**src/rtl/parity_serial_tx.sv**
```systemverilog
// -----------------------------------------------------------------------------
// parity_serial_tx
//   Serial frame transmitter. Accepts an 8-bit word together with a parity
//   mode and shifts out one frame on a single wire:
//     start(0), data[0..7] LSB-first, parity, stop(1)
//   Each frame bit is held for CLKS_PER_BIT clock cycles, so a frame lasts
//   11*CLKS_PER_BIT cycles.
//
// Parameters
//   CLKS_PER_BIT  clk cycles each frame bit is held on tx_out (>= 1)
//
// Ports
//   clk          in   system clock; all state updates on posedge
//   reset        in   synchronous reset, active-high; aborts any frame
//   data_in      in   [7:0] word to transmit; sampled on accept
//   gen_odd_par  in   1 = odd parity, 0 = even parity; sampled on accept
//   start_valid  in   request to send data_in; accept = start_valid & ready
//   ready        out  high only while idle
//   tx_out       out  serial line; idles high
//   busy         out  high whenever a frame is in progress
//   done         out  one-cycle pulse on the final cycle of the stop bit
// -----------------------------------------------------------------------------
module parity_serial_tx #(
  parameter int CLKS_PER_BIT = 4
) (
  input  logic       clk,
  input  logic       reset,
  input  logic [7:0] data_in,
  input  logic       gen_odd_par,
  input  logic       start_valid,
  output logic       ready,
  output logic       tx_out,
  output logic       busy,
  output logic       done
);

  localparam int                BAUD_W    = $clog2(CLKS_PER_BIT + 1);
  localparam logic [BAUD_W-1:0] BAUD_LAST = BAUD_W'(CLKS_PER_BIT - 1);

  typedef enum logic [2:0] {
    S_IDLE,
    S_START,
    S_DATA,
    S_PARITY,
    S_STOP
  } state_t;

  state_t            r_state,  w_state_nxt;
  logic [BAUD_W-1:0] r_baud,   w_baud_nxt;
  logic [2:0]        r_bit,    w_bit_nxt;
  logic [7:0]        r_shift,  w_shift_nxt;
  logic              r_par,    w_par_nxt;

  // Output registers. Their next values are decoded from the *next* state so
  // that the registered outputs line up with the state they describe.
  logic r_tx_out, w_tx_nxt;
  logic r_busy,   w_busy_nxt;
  logic r_ready,  w_ready_nxt;
  logic r_done,   w_done_nxt;

  logic w_accept;
  logic w_baud_last;

  assign w_accept    = start_valid & r_ready;
  assign w_baud_last = (r_baud == BAUD_LAST);

  // ---------------------------------------------------------------------------
  // Next-state and next-output logic
  // ---------------------------------------------------------------------------
  always_comb begin
    // NOTE: every signal assigned here gets a default first, so no path
    // through the case statement can leave one unassigned and infer a latch.
    w_state_nxt = r_state;
    w_baud_nxt  = r_baud;
    w_bit_nxt   = r_bit;
    w_shift_nxt = r_shift;
    w_par_nxt   = r_par;

    unique case (r_state)
      S_IDLE: begin
        if (w_accept) begin
          w_state_nxt = S_START;
          w_baud_nxt  = '0;
          w_shift_nxt = data_in;
          w_par_nxt   = gen_odd_par ? ~^data_in : ^data_in;
        end
      end

      S_START: begin
        if (w_baud_last) begin
          w_state_nxt = S_DATA;
          w_baud_nxt  = '0;
          w_bit_nxt   = '0;
        end else begin
          w_baud_nxt  = r_baud + 1'b1;
        end
      end

      S_DATA: begin
        if (w_baud_last) begin
          w_baud_nxt = '0;
          if (r_bit == 3'd7) begin
            w_state_nxt = S_PARITY;
          end else begin
            // Next data bit moves into shift_reg[0], which drives the line.
            w_shift_nxt = {1'b0, r_shift[7:1]};
            w_bit_nxt   = r_bit + 3'd1;
          end
        end else begin
          w_baud_nxt = r_baud + 1'b1;
        end
      end

      S_PARITY: begin
        if (w_baud_last) begin
          w_state_nxt = S_STOP;
          w_baud_nxt  = '0;
        end else begin
          w_baud_nxt  = r_baud + 1'b1;
        end
      end

      S_STOP: begin
        if (w_baud_last) begin
          w_state_nxt = S_IDLE;
          w_baud_nxt  = '0;
        end else begin
          w_baud_nxt  = r_baud + 1'b1;
        end
      end

      default: begin
        w_state_nxt = S_IDLE;
        w_baud_nxt  = '0;
      end
    endcase

    // Output decode of the upcoming state.
    w_busy_nxt  = (w_state_nxt != S_IDLE);
    w_ready_nxt = (w_state_nxt == S_IDLE);
    w_done_nxt  = (w_state_nxt == S_STOP) && (w_baud_nxt == BAUD_LAST);

    unique case (w_state_nxt)
      S_START:  w_tx_nxt = 1'b0;
      S_DATA:   w_tx_nxt = w_shift_nxt[0];
      S_PARITY: w_tx_nxt = w_par_nxt;
      default:  w_tx_nxt = 1'b1;   // IDLE and STOP hold the line high
    endcase
  end

  // ---------------------------------------------------------------------------
  // State and output registers
  // ---------------------------------------------------------------------------
  // NOTE: sequential state uses non-blocking assignments so every register
  // samples pre-edge values regardless of statement order.
  always_ff @(posedge clk) begin
    if (reset) begin
      r_state  <= S_IDLE;
      r_baud   <= '0;
      r_bit    <= '0;
      r_shift  <= '0;
      r_par    <= 1'b0;
      r_tx_out <= 1'b1;
      r_busy   <= 1'b0;
      r_ready  <= 1'b1;
      r_done   <= 1'b0;
    end else begin
      r_state  <= w_state_nxt;
      r_baud   <= w_baud_nxt;
      r_bit    <= w_bit_nxt;
      r_shift  <= w_shift_nxt;
      r_par    <= w_par_nxt;
      r_tx_out <= w_tx_nxt;
      r_busy   <= w_busy_nxt;
      r_ready  <= w_ready_nxt;
      r_done   <= w_done_nxt;
    end
  end

  assign tx_out = r_tx_out;
  assign busy   = r_busy;
  assign ready  = r_ready;
  assign done   = r_done;

endmodule

```
**config.mk**
```make
export PLATFORM = sky130hd
export DESIGN_NAME = parity_serial_tx
export DESIGN_NICKNAME = d
export VERILOG_FILES = /design/src/rtl/parity_serial_tx.sv
export SDC_FILE = /design/constraint.sdc
export NUM_CORES = 1
export LEC_CHECK = 0
export BUFFER_PORTS_ARGS = -buffer_cell sky130_fd_sc_hd__clkbuf_2
export CORE_ASPECT_RATIO = 0.8
export CORE_UTILIZATION = 55
export CTS_CLUSTER_SIZE = 8
export DETAILED_ROUTE_END_ITERATION = 7
export PLACE_DENSITY = 0.8
export SLEW_MARGIN = 10
export SYNTH_ARGS = -nofsm -noshare
export SYNTH_HDL_FRONTEND = slang
export SYNTH_SLANG_ARGS = --single-unit
```
**constraint.sdc**
```tcl
create_clock -name clk -period 1.9 [get_ports clk]
set_input_delay 0 -clock clk [delete_from_list [all_inputs] [get_ports clk]]
set_output_delay 0 -clock clk [all_outputs]
set_load 0.1 [all_outputs]
```
==> flow_metrics.env <==
export IMPL_grt_util_all_layers_pct=24.1
export IMPL_n_antenna_cell=0
export IMPL_startpoint="r_bit[0]$_SDFFE_PP0P_"
export IMPL_area_growth_synth_to_final_pct=12.9
export IMPL_wire_per_inst_um=13.2
export IMPL_fillers=171
export IMPL_grt_max_degree=19
export IMPL_drive_gt1_share_pct=20.3
export IMPL_grt_pass1_vias=918
export IMPL_synth_adder_area_share_pct=3.35
export IMPL_slew_viol_final=0
export IMPL_die_w_um=52.5
export IMPL_slew_headroom_pct=64.2
export IMPL_setup_viol=0
export IMPL_clock_path_buffers=2
export IMPL_status="completed"
export IMPL_fin_total_pwr_mw=0.913
export IMPL_drt_initial_drc_count=37
export IMPL_wl_mm=2.26
export IMPL_gp_congestion=0.884
export IMPL_holdPathEnd="r_shift[1]$_SDFFE_PP0P_"
export IMPL_cts_tree="done"
export IMPL_nets=165
export IMPL_powerDensity_mw_per_mm2=721
export IMPL_r2r_start="r_bit[0]$_SDFFE_PP0P_"
export IMPL_avgSynthCellArea_um2=8.83
export IMPL_ir_worst_vdd_uv=504
export IMPL_min_period_over_period_pct=94.0
export IMPL_synth_edf_count=0
export IMPL_yosys_area_share_xor_xnor_pct=7.48
export IMPL_cts_htree_levels=1
export IMPL_max_stage_delay_ns=0.34
export IMPL_r2r_end="tx_out$_SDFF_PP1_"
export IMPL_fp_row_count=14
export IMPL_finalCriticalPeriod_ns=1.79
export IMPL_die_area_mm2=0.00222
export IMPL_start_util_pct=59.3
export IMPL_cap_violations=0
export IMPL_boundaryPins=16
export IMPL_synthCells=127
export IMPL_finalSetupTns_ns=0
export IMPL_path_class="reg -> reg"
export IMPL_r2r_slack_ns=0.11
export IMPL_core_mm2=0.00189
export IMPL_crit_chain="ha_1 > ha_1 > nand4bb_1 > a2bb2oi_2 > nand2_1 > nand4_1 > a21o_1"
export IMPL_postCtsSetupBuffers=0
export IMPL_min_from="data_in[1]"
export IMPL_ys_ff_latch=22
export IMPL_fmax_mhz=560
export IMPL_synth_compound_area_share_pct=18.6
export IMPL_worst_pin_slew_ns=0.539
export IMPL_layout_commonest_cell="dfxtp_1"
export IMPL_critical_path_required_ns=2.11
export IMPL_fin_ws_ns=0.113
export IMPL_synth_nets=142
export IMPL_port_buffer_count=15
export IMPL_path_common_cell="ha_1"
export IMPL_critPathCaptureType="flop"
export IMPL_clkSinkCount=22
export IMPL_skew_ns=0.00345
export IMPL_synthMuxAreaShare_pct=0
export IMPL_rsz0062_at_grt="no"
export IMPL_most_common_layout_cells="dfxtp_1, a21oi_1, clkbuf_2"
export IMPL_drtAntennaViolNets=0
export IMPL_holdPathStages=3
export IMPL_cp_start_kind="flop"
export IMPL_ys_types=36
export IMPL_antenna_found_initial=0
export IMPL_overflow=0
export IMPL_route_vias_total=970
export IMPL_drt_pass1_iterations=4
export IMPL_viasPerCell=5.64
export IMPL_yosysWarnings=0
export IMPL_route_detailed_drc=0
export IMPL_hold_viol=0
export IMPL_dp_slack_ns=0.138
export IMPL_worstSkewPairLatency_ns=0.31
export IMPL_rr_worst_depth=7
export IMPL_yosysSeqAreaShare_pct=39.3
export IMPL_slowest_stage="dfxtp_1"
export IMPL_min_path_type="in -> reg"
export IMPL_crit_path_max_fanout=8
export IMPL_synth_area_mm2=0.00112
export IMPL_ys_flop_type="dfxtp_1"
export IMPL_clk_transition_reported_paths_ns=0.11
export IMPL_cts_inserted_buffers=3
export IMPL_synth_simple_area_share_pct=25.4
export IMPL_synth_top_family_by_area="simple AND/OR/NAND/NOR gates"
export IMPL_cp_arrival_ns=2.00
export IMPL_die_h_um=42.4
export IMPL_asyncSetResetFlopFracSynth_pct=0
export IMPL_hpwl_mm=1.71
export IMPL_root_buffer="clkbuf_4"
export IMPL_leakage_nw=0.522
export IMPL_grt_pass1_wl_mm=3.91
power by group:
| group | switching, mW | leakage [nW] | total [mW] | internal (mW) |
|---|---|---|---|---|
| sequential | 0.0121 | 0.180 | 0.498 | 0.486 |
| clock | 0.135 | 0.0138 | 0.210 | 0.0741 |
| combinational | 0.126 | 0.328 | 0.205 | 0.0793 |
| total | 0.273 | 0.522 | 0.913 | 0.639 |
stage by stage:
stage	cells	utilization, %	instance area, µm²	hold slack (ns)
floorplan	127	-	1120	0.161
global placement	165	63.6	1200	0.302
detailed placement	165	63.6	1200	0.313
CTS	172	66.9	1270	0.00125
global route	172	66.9	1270	0.0185
finish	172	66.9	1270	0.00220
worst max path at each step:
stage	end	cells past startpoint	slack [ns]
2_1_floorplan	tx_out$_SDFF_PP1_	5	0.20
3_3_place_gp	tx_out$_SDFF_PP1_	7	0.21
3_5_place_dp	tx_out$_SDFF_PP1_	7	0.14
4_1_cts	tx_out$_SDFF_PP1_	7	0.12
5_1_grt	tx_out$_SDFF_PP1_	7	0.0004
6_report	tx_out$_SDFF_PP1_	7	0.11
routing by layer:
layer / part of all wire, % / vias to the layer above / track usage [%] / routed length, µm
li1: - / 489 / - / -
met1: 49 / 451 / 33.3 / 1110
met2: 44 / 28 / 35.7 / 994
met3: 6.1 / 2 / 8.33 / 139
met4: 0.57 / 0 / 5.79 / 13
met5: 0 / - / 0 / 0
area by class of cell:
| cell class | instances | area [µm²] | area share [%] |
|---|---|---|---|
| sequential | 22 | 442 | 34.9 |
| tap | 24 | 30.0 | 2.37 |
| timing repair buffer | 24 | 153 | 12.1 |
| multi-input combinational | 98 | 616 | 48.6 |
| clock buffer | 3 | 22.5 | 1.78 |
| inverter | 1 | 3.75 | 0.296 |
cell families after synthesis:
kind of cell | after synthesis
and+or+nand+nor | 53
xor gates and xnor gates | 8
adders and majority gates | 3
buffers and inverters | 7
DFF | 22
AOI/OAI and AO/OA | 34
worst max-delay path, delay by kind of cell, from the launching register on:
family,cells,cell delay (ns)
adders and majority gates,2,0.43
AOI/OAI and AO/OA,2,0.42
and+or+nand+nor,3,0.50
DFF,1,0.34
sequential cells by signal, summed over array words and instances (netlist names), 3 cells and up:
| name | cells |
|---|---|
| r_shift | 8 |
| r_bit | 3 |
| r_baud | 3 |
| r_state | 3 |
synth_stat cells, types with 3 or more instances:
| library cell | instances | area share [%] |
|---|---|---|
| o21ai_0 | 4 | 1.8 |
| a21oi_1 | 15 | 6.7 |
| nor3_1 | 3 | 1.3 |
| nand2_1 | 13 | 4.4 |
| dfxtp_1 | 22 | 39 |
| nor2_1 | 13 | 4.4 |
| nor2b_1 | 3 | 1.7 |
| xnor2_1 | 5 | 3.9 |
| a22oi_1 | 8 | 5.4 |
| ha_1 | 3 | 3.3 |
| or2_2 | 3 | 1.7 |
| nand3_1 | 3 | 1.3 |
| or2_1 | 3 | 1.7 |
timing repair:
action | CTS | global route
endpoints found under the hold margin | 4 | 0
resized for setup | 0 | 0
hold buffers | 4 | 0
endpoints found under the setup margin | 0 | 0
Note: power is estimated with default switching activity, not from simulation.
